### src/rtl/mem_stage_ctrl.sv
// Data-memory stage of the multicycle ARM core: LDR/STR word/byte accesses against a
// synchronous single-port RAM (read-modify-write for byte stores), then Rd/Rn writeback.
module mem_stage_ctrl #(
    parameter int ADDR_W = 6
) (
    input  logic              clk,
    input  logic              nreset,
    input  logic              in_valid,
    output logic              in_ready,
    input  logic              is_mem,
    input  logic              load_store,
    input  logic              byte_word,
    input  logic              pre_post,
    input  logic              write_back,
    input  logic [31:0]       alu_result,
    input  logic [31:0]       base_addr,
    input  logic [31:0]       store_data,
    input  logic [3:0]        rd_in,
    input  logic [3:0]        rn_in,
    output logic [ADDR_W-1:0] ram_addr,
    output logic              ram_re,
    output logic              ram_we,
    output logic [31:0]       ram_wdata,
    input  logic [31:0]       ram_rdata,
    output logic              out_valid,
    input  logic              out_ready,
    output logic [3:0]        wb_rd,
    output logic              wb_rd_en,
    output logic [31:0]       wb_data,
    output logic [3:0]        wb_rn,
    output logic              wb_rn_en,
    output logic [31:0]       wb_base,
    output logic              addr_fault
);

    typedef enum logic [2:0] {S_IDLE, S_READ, S_CAPT, S_WRITE, S_RESP} state_t;

    state_t state_q, state_d;

    logic              mem_q, ld_q, byte_q, pre_q, wbk_q, fault_q;
    logic              mem_d, ld_d, byte_d, pre_d, wbk_d, fault_d;
    logic [31:0]       alu_q, sdata_q, data_q;
    logic [31:0]       alu_d, sdata_d, data_d;
    logic [3:0]        rd_q, rn_q, rd_d, rn_d;
    logic [ADDR_W+1:0] ea_q, ea_d;

    logic              accept;
    logic [ADDR_W+1:0] ea_in;
    logic              fault_in;
    logic              unused_base_hi;

    function automatic logic [7:0] byte_lane(input logic [31:0] w, input logic [1:0] lane);
        case (lane)
            2'd0:    return w[7:0];
            2'd1:    return w[15:8];
            2'd2:    return w[23:16];
            default: return w[31:24];
        endcase
    endfunction

    function automatic logic [31:0] merge_lane(input logic [31:0] w, input logic [7:0] b,
                                               input logic [1:0] lane);
        logic [31:0] m;
        m = w;
        case (lane)
            2'd0:    m[7:0]   = b;
            2'd1:    m[15:8]  = b;
            2'd2:    m[23:16] = b;
            default: m[31:24] = b;
        endcase
        return m;
    endfunction

    // Only the RAM-visible address bits are kept, so high address bits wrap.
    assign accept         = in_valid & in_ready;
    assign ea_in          = pre_post ? alu_result[ADDR_W+1:0] : base_addr[ADDR_W+1:0];
    assign fault_in       = is_mem & ~byte_word & (ea_in[1:0] != 2'b00);
    assign unused_base_hi = ^base_addr[31:ADDR_W+2];

    always_ff @(posedge clk or posedge nreset) begin
        if (nreset) state_q <= S_IDLE;
        else        state_q <= state_d;
    end

    always_comb begin
        state_d = state_q;
        case (state_q)
            S_IDLE: begin
                if (accept) begin
                    if (!is_mem || fault_in)       state_d = S_RESP;
                    else if (load_store || byte_word) state_d = S_READ;
                    else                           state_d = S_WRITE;
                end
            end
            S_READ:  state_d = S_CAPT;
            S_CAPT:  state_d = ld_q ? S_RESP : S_WRITE;
            S_WRITE: state_d = S_RESP;
            S_RESP:  if (out_ready) state_d = S_IDLE;
            default: state_d = S_IDLE;
        endcase
    end

    // Captured instruction fields; only state is reset, outputs are gated by state.
    always_comb begin
        mem_d   = mem_q;
        ld_d    = ld_q;
        byte_d  = byte_q;
        pre_d   = pre_q;
        wbk_d   = wbk_q;
        fault_d = fault_q;
        alu_d   = alu_q;
        sdata_d = sdata_q;
        data_d  = data_q;
        rd_d    = rd_q;
        rn_d    = rn_q;
        ea_d    = ea_q;
        if (accept) begin
            mem_d   = is_mem;
            ld_d    = load_store;
            byte_d  = byte_word;
            pre_d   = pre_post;
            wbk_d   = write_back;
            fault_d = fault_in;
            alu_d   = alu_result;
            sdata_d = store_data;
            data_d  = alu_result;
            rd_d    = rd_in;
            rn_d    = rn_in;
            ea_d    = ea_in;
        end else if (state_q == S_CAPT) begin
            if (ld_q)
                data_d = byte_q ? {24'd0, byte_lane(ram_rdata, ea_q[1:0])} : ram_rdata;
            else
                data_d = merge_lane(ram_rdata, sdata_q[7:0], ea_q[1:0]);
        end
    end

    always_ff @(posedge clk) begin
        mem_q   <= mem_d;
        ld_q    <= ld_d;
        byte_q  <= byte_d;
        pre_q   <= pre_d;
        wbk_q   <= wbk_d;
        fault_q <= fault_d;
        alu_q   <= alu_d;
        sdata_q <= sdata_d;
        data_q  <= data_d;
        rd_q    <= rd_d;
        rn_q    <= rn_d;
        ea_q    <= ea_d;
    end

    always_comb begin
        in_ready   = (state_q == S_IDLE) & ~nreset;
        ram_re     = (state_q == S_READ) & ~nreset;
        ram_we     = (state_q == S_WRITE) & ~nreset;
        ram_addr   = '0;
        ram_wdata  = '0;
        out_valid  = 1'b0;
        addr_fault = 1'b0;
        wb_rd      = '0;
        wb_rn      = '0;
        wb_rd_en   = 1'b0;
        wb_rn_en   = 1'b0;
        wb_data    = '0;
        wb_base    = '0;
        if (state_q == S_READ || state_q == S_WRITE)
            ram_addr = ea_q[ADDR_W+1:2];
        if (state_q == S_WRITE)
            ram_wdata = byte_q ? data_q : sdata_q;
        if (state_q == S_RESP) begin
            out_valid  = 1'b1;
            addr_fault = fault_q;
            wb_rd      = rd_q;
            wb_rn      = rn_q;
            wb_rd_en   = ~fault_q & (~mem_q | ld_q);
            wb_rn_en   = mem_q & ~fault_q & (~pre_q | wbk_q);
            wb_data    = (~fault_q & (~mem_q | ld_q)) ? data_q : 32'd0;
            wb_base    = (mem_q & ~fault_q) ? alu_q : 32'd0;
        end
    end

endmodule

### config.mk
export PLATFORM = sky130hd
export DESIGN_NAME = mem_stage_ctrl
export DESIGN_NICKNAME = d
export VERILOG_FILES = /design/src/rtl/mem_stage_ctrl.sv
export SDC_FILE = /design/constraint.sdc
export NUM_CORES = 1
export LEC_CHECK = 0
export CELL_PAD_IN_SITES_DETAIL_PLACEMENT = 0
export CELL_PAD_IN_SITES_GLOBAL_PLACEMENT = 1
export CORE_MARGIN = 1.5
export CORE_UTILIZATION = 49
export CTS_BUF_LIST = sky130_fd_sc_hd__clkbuf_16
export DETAILED_ROUTE_END_ITERATION = 8
export DONT_BUFFER_PORTS = 1
export PLACE_DENSITY = 0.83
export SYNTH_ARGS = -nofsm -noshare
export SYNTH_HDL_FRONTEND = slang
export SYNTH_SLANG_ARGS = --single-unit
### constraint.sdc
create_clock -name clk -period 4.6 [get_ports clk]
set_input_delay 0.69 -clock clk [delete_from_list [all_inputs] [get_ports clk]]
set_output_delay 0.69 -clock clk [all_outputs]
set_load 0.05 [all_outputs]
* Word-level counts from Yosys, hierarchy flattened
Cells that the tools add are included.
Storage, ports and cells: output and inout bits 117, input port bits 145, bits in registers 121
Operators by class: equal/unequal tests 8, bitwise logic cells 16, reduce and logical (&&, ||, !) cells 10, multiplexer cells 29
Operators by type and width (count):
- $mux 32 | 10
- $mux 8 | 5
- $pmux 8 s3 | 1
- $pmux 3 s5 | 1
- $mux 3 | 4
- $and 1x1->1 | 9
- $mux 4 | 2
- $eq 3x2->1 const B | 2
- $mux 6 | 1
- $not 1->1 | 5
- $mux 1 | 4
- $ne 2x2->1 const B | 2
- $reduce_bool 2->1 | 2
- $eq 3x1->1 const B | 1
- $eq 3x3->1 const B | 1
- $logic_not 3->1 | 1
- $logic_or 1x1->1 | 3
- $reduce_or 3->1 | 1
- $eq 2x1->1 const B | 1
- $eq 2x2->1 const B | 1
- $logic_not 2->1 | 1
- $mux 2 | 1
- $or 1x1->1 | 2
- $reduce_and 2->1 | 1
- $logic_not 1->1 | 1

* Longest topological paths before layout
Gate-level depths: netlist of the first run.
depth in word-level cells 7, mapped depth 6

* Worst setup path after synthesis of the first run
Ideal clock, no wire load.
path kind reg2reg, start register state_q[2], end register data_q[0] (enable), clock period less this slack 3.334 ns, arrival 2.869 ns, setup slack 1.266 ns, setup time 0.466 ns, stages on the path, launching flop included 3, path through dfrtp_1 > nand2b_1 > o21ai_0
Between the ends: longest elaborated chain between the ends 4, elaborated cells on any way between the ends 5, those cells by class 1 x eq/ne; 2 x bitwise; 2 x reduce/logical
RTL lines:
- from (decl) | line 38 | state_t state_q, state_d;
- from (signal assigned) | line 82 | else state_q <= state_d;
- $logic_not 3->1 | line 154 | in_ready = (state_q == S_IDLE) & ~nreset;
- $and 1x1->1 | line 154
- $and 1x1->1 | line 75 | assign accept = in_valid & in_ready;
- $reduce_bool 2->1 (no source line) (*)
- to (signal assigned) | line 147 | data_q <= data_d;
- to (decl) | line 42 | logic [31:0] alu_q, sdata_q, data_q;
Mark *: on every way between the ends. The rest lies on a longest branch, timed or not. A chain may end at the register's enable or synchronous reset.

* Worst setup path after layout of the first run
start register state_q[0], end output wb_data[2]
Between the ends: longest elaborated chain between the ends 2
RTL lines:
- $eq 3x3->1 | line 171 | if (state_q == S_RESP) begin
- $mux 32 | line 171
- to (decl) | line 29 | output logic [31:0] wb_data,
Every way passes these cells.

==> flow_summary.yaml, run 1 <==
layout:
  fin_area_sq_mm: 0.007284
  fin_nets: 678
  stdcell_count: 718
  multi_input_area_sq_mm: 0.002457
  drive_gt1_share_pct: 19.05
  utilization_pct: 57.72
  area_growth_pct: 15.15
  nFillCells: 1067
  diodes: 0
  seqCellArea_sq_mm: 0.003618
die:
  num_rows: 41
  ios: 262
  coreArea_sq_mm: 0.01262
  fp.dieW_um: 116.6
  die_area_sq_mm: 0.01360
  die_h_um: 116.6
  start_util_pct: 50.13
timing:
  period_share_pct: 74.17
  setup_tns_ns: 0
  rsz0062_at_grt: "false"
  worst_slew_pin_slew_ns: 1.122
  finClkSkew_ns: 0.01205
  hold_slack_ns: 0.03512
  finalSetupViolCount: 0
  maxSlewHeadroom_pct: 25.21
  final_hold_viol_count: 0
  fmax_mhz: 293.1
  slew_viol_final: 0
  setup_ws_ns: 1.188
  fin_crit_ns: 3.412
synth:
  yosysSeqAreaShare_pct: 57.20
  synth_area_sq_mm: 0.006326
  synthDistinctLibCells: 44
  netlist_instances: 515
  synth_edf_count: 118
  async_flop_share_pct: 2.479
  synth_fp_nets: 660
  syn_avg_cell_area_sq_um: 12.28
  ys.flop_type: "edfxtp_1"
  ys_seq_elements: 121
  yosys_warnings: 0
clock_tree:
  cts.clk_slew.worst_paths_ns: 0.05
  clock_sinks: 121
  cts_resized: 0
  ctsHoldBuffers: 0
  ctsRootBufferMaster: "clkbuf_16"
  cts_setup_buffers: 0
  cts_tree: "done"
  clk_latency_ns: 0.42
  numCtsBuffers: 17
  clockBufferDepth: 2
  htree_levels: 4
critical_path:
  cp_slowest_stage_delay_ns: 0.91
  critPathRequiredTime_ns: 3.91
  crit_arrival_ns: 2.72
  path_cells: "nor3b_2 -> nor3b_4 -> and2_1"
  cp-end-kind: "primary output"
  worstPathMaxFanout: 33
  crit_slowest_cell: "nor3b_4"
  critical_path_class: "flop to primary output"
  start_kind: "flop"
power_and_ir_drop:
  max-vdd-ir-drop_mv: 0.3203
  p_leak_nw: 2.603
  p_per_area_mw_per_mm2: 584.6
  fin_total_pwr_mw: 4.259
drt:
  ant_nets: 0
  wl_per_cell_um: 23.82
  drc_errors: 0
  first_pass_iters: 5
  vias: 4342
  viasPerCell: 6.047
  drtIter0Drc: 312
  routed_wl_um: 17100
grt:
  grt_max_degree: 53
  grt_pass1_vias: 4206
  antenna_found_initial: 0
  track_usage_pct: 25.20
  grt_pass1_wl_um: 24290
  grt_overflow: 0
place:
  dp_hpwl_um: 12240
  placed_area_sq_mm: 0.006651
  gp_congestion: 0.8390
  dp_slack_ns: 1.626
  dp.cells: 686
  numPortBuffers: 0
run_status:
  outcome: "finished, final reports clean"
min_path:
  min_path_type: "input pin to async pin"
job:
  maxCapViolations: 0
metal layers:
| layer | up-vias | track usage [%] | part of all wire (%) |
|---|---|---|---|
| li1 | 1958 | - | - |
| met1 | 2132 | 28.52 | 36 |
| met2 | 227 | 42.43 | 50 |
| met3 | 25 | 10.85 | 12 |
| met4 | 0 | 9.799 | 2.1 |
| met5 | - | 0 | 0 |
area by class of cell:
class / instances / area share [%]
repair buffers: 44 / 4.706
flip-flops and latches: 121 / 49.67
well taps: 172 / 2.954
multi-input cells: 345 / 33.73
inverters: 4 / 0.2405
clock inverters: 15 / 2.851
clock buffers: 17 / 5.840
state kept, by name, indices dropped and copies added (netlist names), 3 cells and up:
register	flops
rn_q	4
data_q	32
alu_q	32
sdata_q	32
rd_q	4
ea_q	8
state_q	3
final timing paths:
check / startpoint / cells past startpoint / to / slack (ns)
setup reg to reg: byte_q$_DFFE_PP_ / 3 / data_q[26]$_DFFE_PP_ / 1.93
hold / removal: nreset / 1 / state_q[0]$_DFFE_PP0P_ / 0.04
max in group asynchronous: nreset / 1 / state_q[2]$_DFFE_PP0P_ / 4.42
hold reg to reg: state_q[2]$_DFFE_PP0P_ / 2 / state_q[0]$_DFFE_PP0P_ / 0.67
setup / recovery: state_q[0]$_DFFE_PP0P_ / 3 / wb_data[2] / 1.19
min in group clk: store_data[23] / 0 / sdata_q[23]$_DFFE_PP_ / 0.36
power breakdown:
group | switching (mW) | internal, mW
clock network | 0.475 | 0.950
registers | 0.132 | 1.53
logic | 0.878 | 0.293
total | 1.49 | 2.77
kinds of logic after synthesis:
family / count (synthesis) / share of synthesized area (%)
AOI/OAI and AO/OA: 83 / 9.533
DFF: 121 / 57.20
and+or+nand+nor: 214 / 19.64
muxes: 48 / 9.335
buffers and inverters: 49 / 4.292
cell usage in the layout (no fill, tap or decap), drive strengths merged, types with 3 or more instances in the layout:
cell type	count
edfxtp	118
clkbuf	17
a21boi	3
mux4	8
o21bai	3
dfrtp	3
nand2	20
o21ai	9
nor3	34
mux2	8
a32oi	18
or3b	10
bufinv	5
nor2	37
and2	81
clkinv	6
clkinvlp	3
buf	44
a31oi	6
a21o	9
inv	5
a41oi	8
nor3b	5
a21oi	23
nor2b	13
mux2i	32
synthesized netlist by cell type, types with 3 or more instances:
cell type | n | area share [%]
edfxtp_1 | 118 | 56
and2_1 | 81 | 8.0
nor2_1 | 37 | 2.2
mux2i_1 | 32 | 5.1
nor3_1 | 31 | 2.5
a21oi_1 | 23 | 1.8
nand2_1 | 20 | 1.2
a32oi_1 | 18 | 2.5
buf_2 | 16 | 1.3
clkbuf_1 | 13 | 0.77
nor2b_1 | 13 | 1.3
or3b_1 | 10 | 1.4
a21o_1 | 9 | 1.1
o21ai_0 | 9 | 0.71
buf_6 | 8 | 1.4
mux2_2 | 8 | 1.4
mux4_2 | 8 | 2.8
a31oi_1 | 6 | 0.59
a41oi_1 | 4 | 0.55
a41oi_2 | 4 | 1.0
buf_1 | 4 | 0.24
inv_1 | 4 | 0.24
a21boi_0 | 3 | 0.36
clkbuf_2 | 3 | 0.24
dfrtp_1 | 3 | 1.2
nor3_2 | 3 | 0.47
nor3b_1 | 3 | 0.36
o21bai_1 | 3 | 0.36
worst max-delay path: cells and delay by family, from the launching register on:
family | cells | cell delay [ns]
simple gates | 3 | 1.77
flops | 1 | 0.50
Power figures use the tool's default switching activity.
==> inputs of run 2 (changes only) <==
- clock period: 4.6 -> 3.5 ns (I/O delays scaled with it)
==> run 2 against run 1 <==
Wire length increased by 5.2%. Clock skew decreased by 0.0043 ns. Global-route usage increased by 1.3 points. Largest power group unchanged. Die area unchanged. Clock power increased by 17%. Clock-buffer cell count unchanged. Sequential share of layout area decreased by 6.6 points. Sequential power increased by 31%. Worst hold slack improved by 0.17 ns. Cell count increased by 9.5%. Utilization increased by 8.9 points.
==> flow_summary.yaml, run 2 (synthesis results as in run 1) <==
run_status:
  outcome: "finished, final reports clean"
place:
  dp.cells: 753
  gp_congestion: 0.8398
  dp_hpwl_um: 13070
  numPortBuffers: 0
  placed_area_sq_mm: 0.007830
grt:
  grt_max_degree: 50
  grt_pass1_vias: 4494
  grt_overflow: 0
  track_usage_pct: 26.55
  grt_pass1_wl_um: 25760
  antenna_found_initial: 0
layout:
  stdcell_count: 786
  nFillCells: 947
  fin_nets: 746
  layout_commonest_cell: "edfxtp_1"
  fin_area_sq_mm: 0.008408
  diodes: 0
  reg_top3: "alu_q: 32 flops, data_q: 32 flops, sdata_q: 32 flops"
  layout_common_cells: "edfxtp_1 (118), and2_1 (81), buf_4 (56)"
  area_growth_pct: 32.91
  drive_gt1_share_pct: 27.04
power_and_ir_drop:
  p_sw_share_pct: 34.50
  clkPwrFrac_pct: 29.2
  p_leak_nw: 3.102
  p_int_mw: 3.753
  combPwrFrac_pct: 32.7
  p_per_area_mw_per_mm2: 681.5
  max-vdd-ir-drop_mv: 0.5173
  power_frac_seq_pct: 38.1
  p_switching_mw: 1.977
critical_path:
  cp_num_buf_inv: 3
  path_cells: "nor3b_2 -> buf_4 -> and3b_1 -> buf_4 -> and2_1 -> buf_12"
  critPathRequiredTime_ns: 2.97
  crit_family: "simple AND/OR/NAND/NOR gates"
  crit_path_frequent_cell: "buf_4"
  cp-end-kind: "primary output"
  cp_slowest_stage_delay_ns: 0.50
  worstPathMaxFanout: 20
  r2r_start: "state_q[0]$_DFFE_PP0P_"
  critical_path_class: "flop to primary output"
  crit_arrival_ns: 2.61
  critPathLaunch: "state_q[0]$_DFFE_PP0P_"
  start_kind: "flop"
  crit_slowest_cell: "dfrtp_1"
timing:
  finalSetupViolCount: 0
  setup_tns_ns: 0
  fmax_mhz: 319.3
  final_hold_viol_count: 0
  fin_crit_ns: 3.131
  maxSlewHeadroom_pct: 26.72
  worst_slew_pin_slew_ns: 1.099
  hold_slack_ns: 0.2054
  period_share_pct: 89.47
  finClkSkew_ns: 0.007798
  slew_viol_final: 0
  rsz0062_at_grt: "false"
clock_tree:
  cts_tree: "done"
  clock_sinks: 121
  ctsRootBufferMaster: "clkbuf_16"
  clk_latency_ns: 0.41
  cts.clk_slew.worst_paths_ns: 0.05
  numCtsBuffers: 17
  clockBufferDepth: 2
  cts_setup_buffers: 0
  cts_resized: 0
  htree_levels: 4
drt:
  wl_per_cell_um: 22.90
  vias: 4605
  drc_errors: 0
  top_layer: "met4"
  viasPerCell: 5.859
  met3_length_um: 1946
  met2_length_um: 9083
  wl_met1_um: 6520
  drtIter0Drc: 234
  ant_nets: 0
  first_pass_iters: 4
  routed_wl_um: 18000
min_path:
  min_path_type: "input pin to flop"
  worstHoldStart: "rd_in[1]"
die:
  ios: 262
  coreArea_sq_mm: 0.01262
  fp.dieW_um: 116.6
  num_rows: 41
  die_h_um: 116.6
  die_area_sq_mm: 0.01360
  start_util_pct: 50.13
job:
  maxCapViolations: 0
-- run 2: changes by cell type in the layout (fill, tap and decap cells not counted), sizes merged --
| cell | change |
|---|---|
| clkinv | +2 |
| buf | +67 |
| inv | +2 |
| dlygate4sd3 | +1 |
| bufinv | -2 |
| clkinvlp | -2 |
-- run 2: metal layers --
layer	up-vias	track usage, %
met5	-	0
met4	0	9.317
met3	38	12.14
met2	225	44.86
met1	2252	29.87
li1	2090	-
-- run 2: area by class of cell --
cell class,instances,area (sq um),share of cell area [%]
clock buffers,17,425.4,5.060
clock inverters,15,142.6,1.696
inverters,4,17.52,0.2083
multi-input cells,345,2457,29.23
flip-flops and latches,121,3618,43.04
well taps,172,215.2,2.560
repair buffers,112,1531,18.21
-- run 2: repair_timing --
item,in CTS,in global routing
hold buffers,1,0
endpoints found under the setup margin,0,0
endpoints found under the hold margin,3,0
-- run 2: power groups by stage --
stage          sequential [mW]  clock [mW]  combinational (mW)
2_1_floorplan             2.13           0                1.37
3_3_place_gp              2.19           0                1.84
3_5_place_dp              2.21           0                1.88
4_1_cts                   2.18        1.70                1.89
5_1_grt                   2.22        1.76                1.97
6_report                  2.18        1.67                1.87
-- run 2: stage by stage --
step                total power, mW  setup slack, ns  util, %
CTS                           5.766           0.3158    66.63
detailed placement            4.085           0.7701    62.05
finish                        5.730           0.3686    66.63
floorplan                     3.506           0.1659        -
global route                  5.945           0.1775    66.63
global placement              4.030           0.9018    62.05
-- run 2: worst paths after layout --
kind / cells after the start / to / slack (ns)
setup / recovery: 6 / wb_base[26] / 0.37
hold / removal: 0 / rd_q[1]$_DFFE_PP_ / 0.21
setup reg to reg: 5 / alu_q[11]$_DFFE_PP_ / 1.06
hold reg to reg: 3 / state_q[0]$_DFFE_PP0P_ / 0.65
max in group asynchronous: 2 / state_q[0]$_DFFE_PP0P_ / 2.89
min in group asynchronous: 2 / state_q[1]$_DFFE_PP0P_ / 0.46
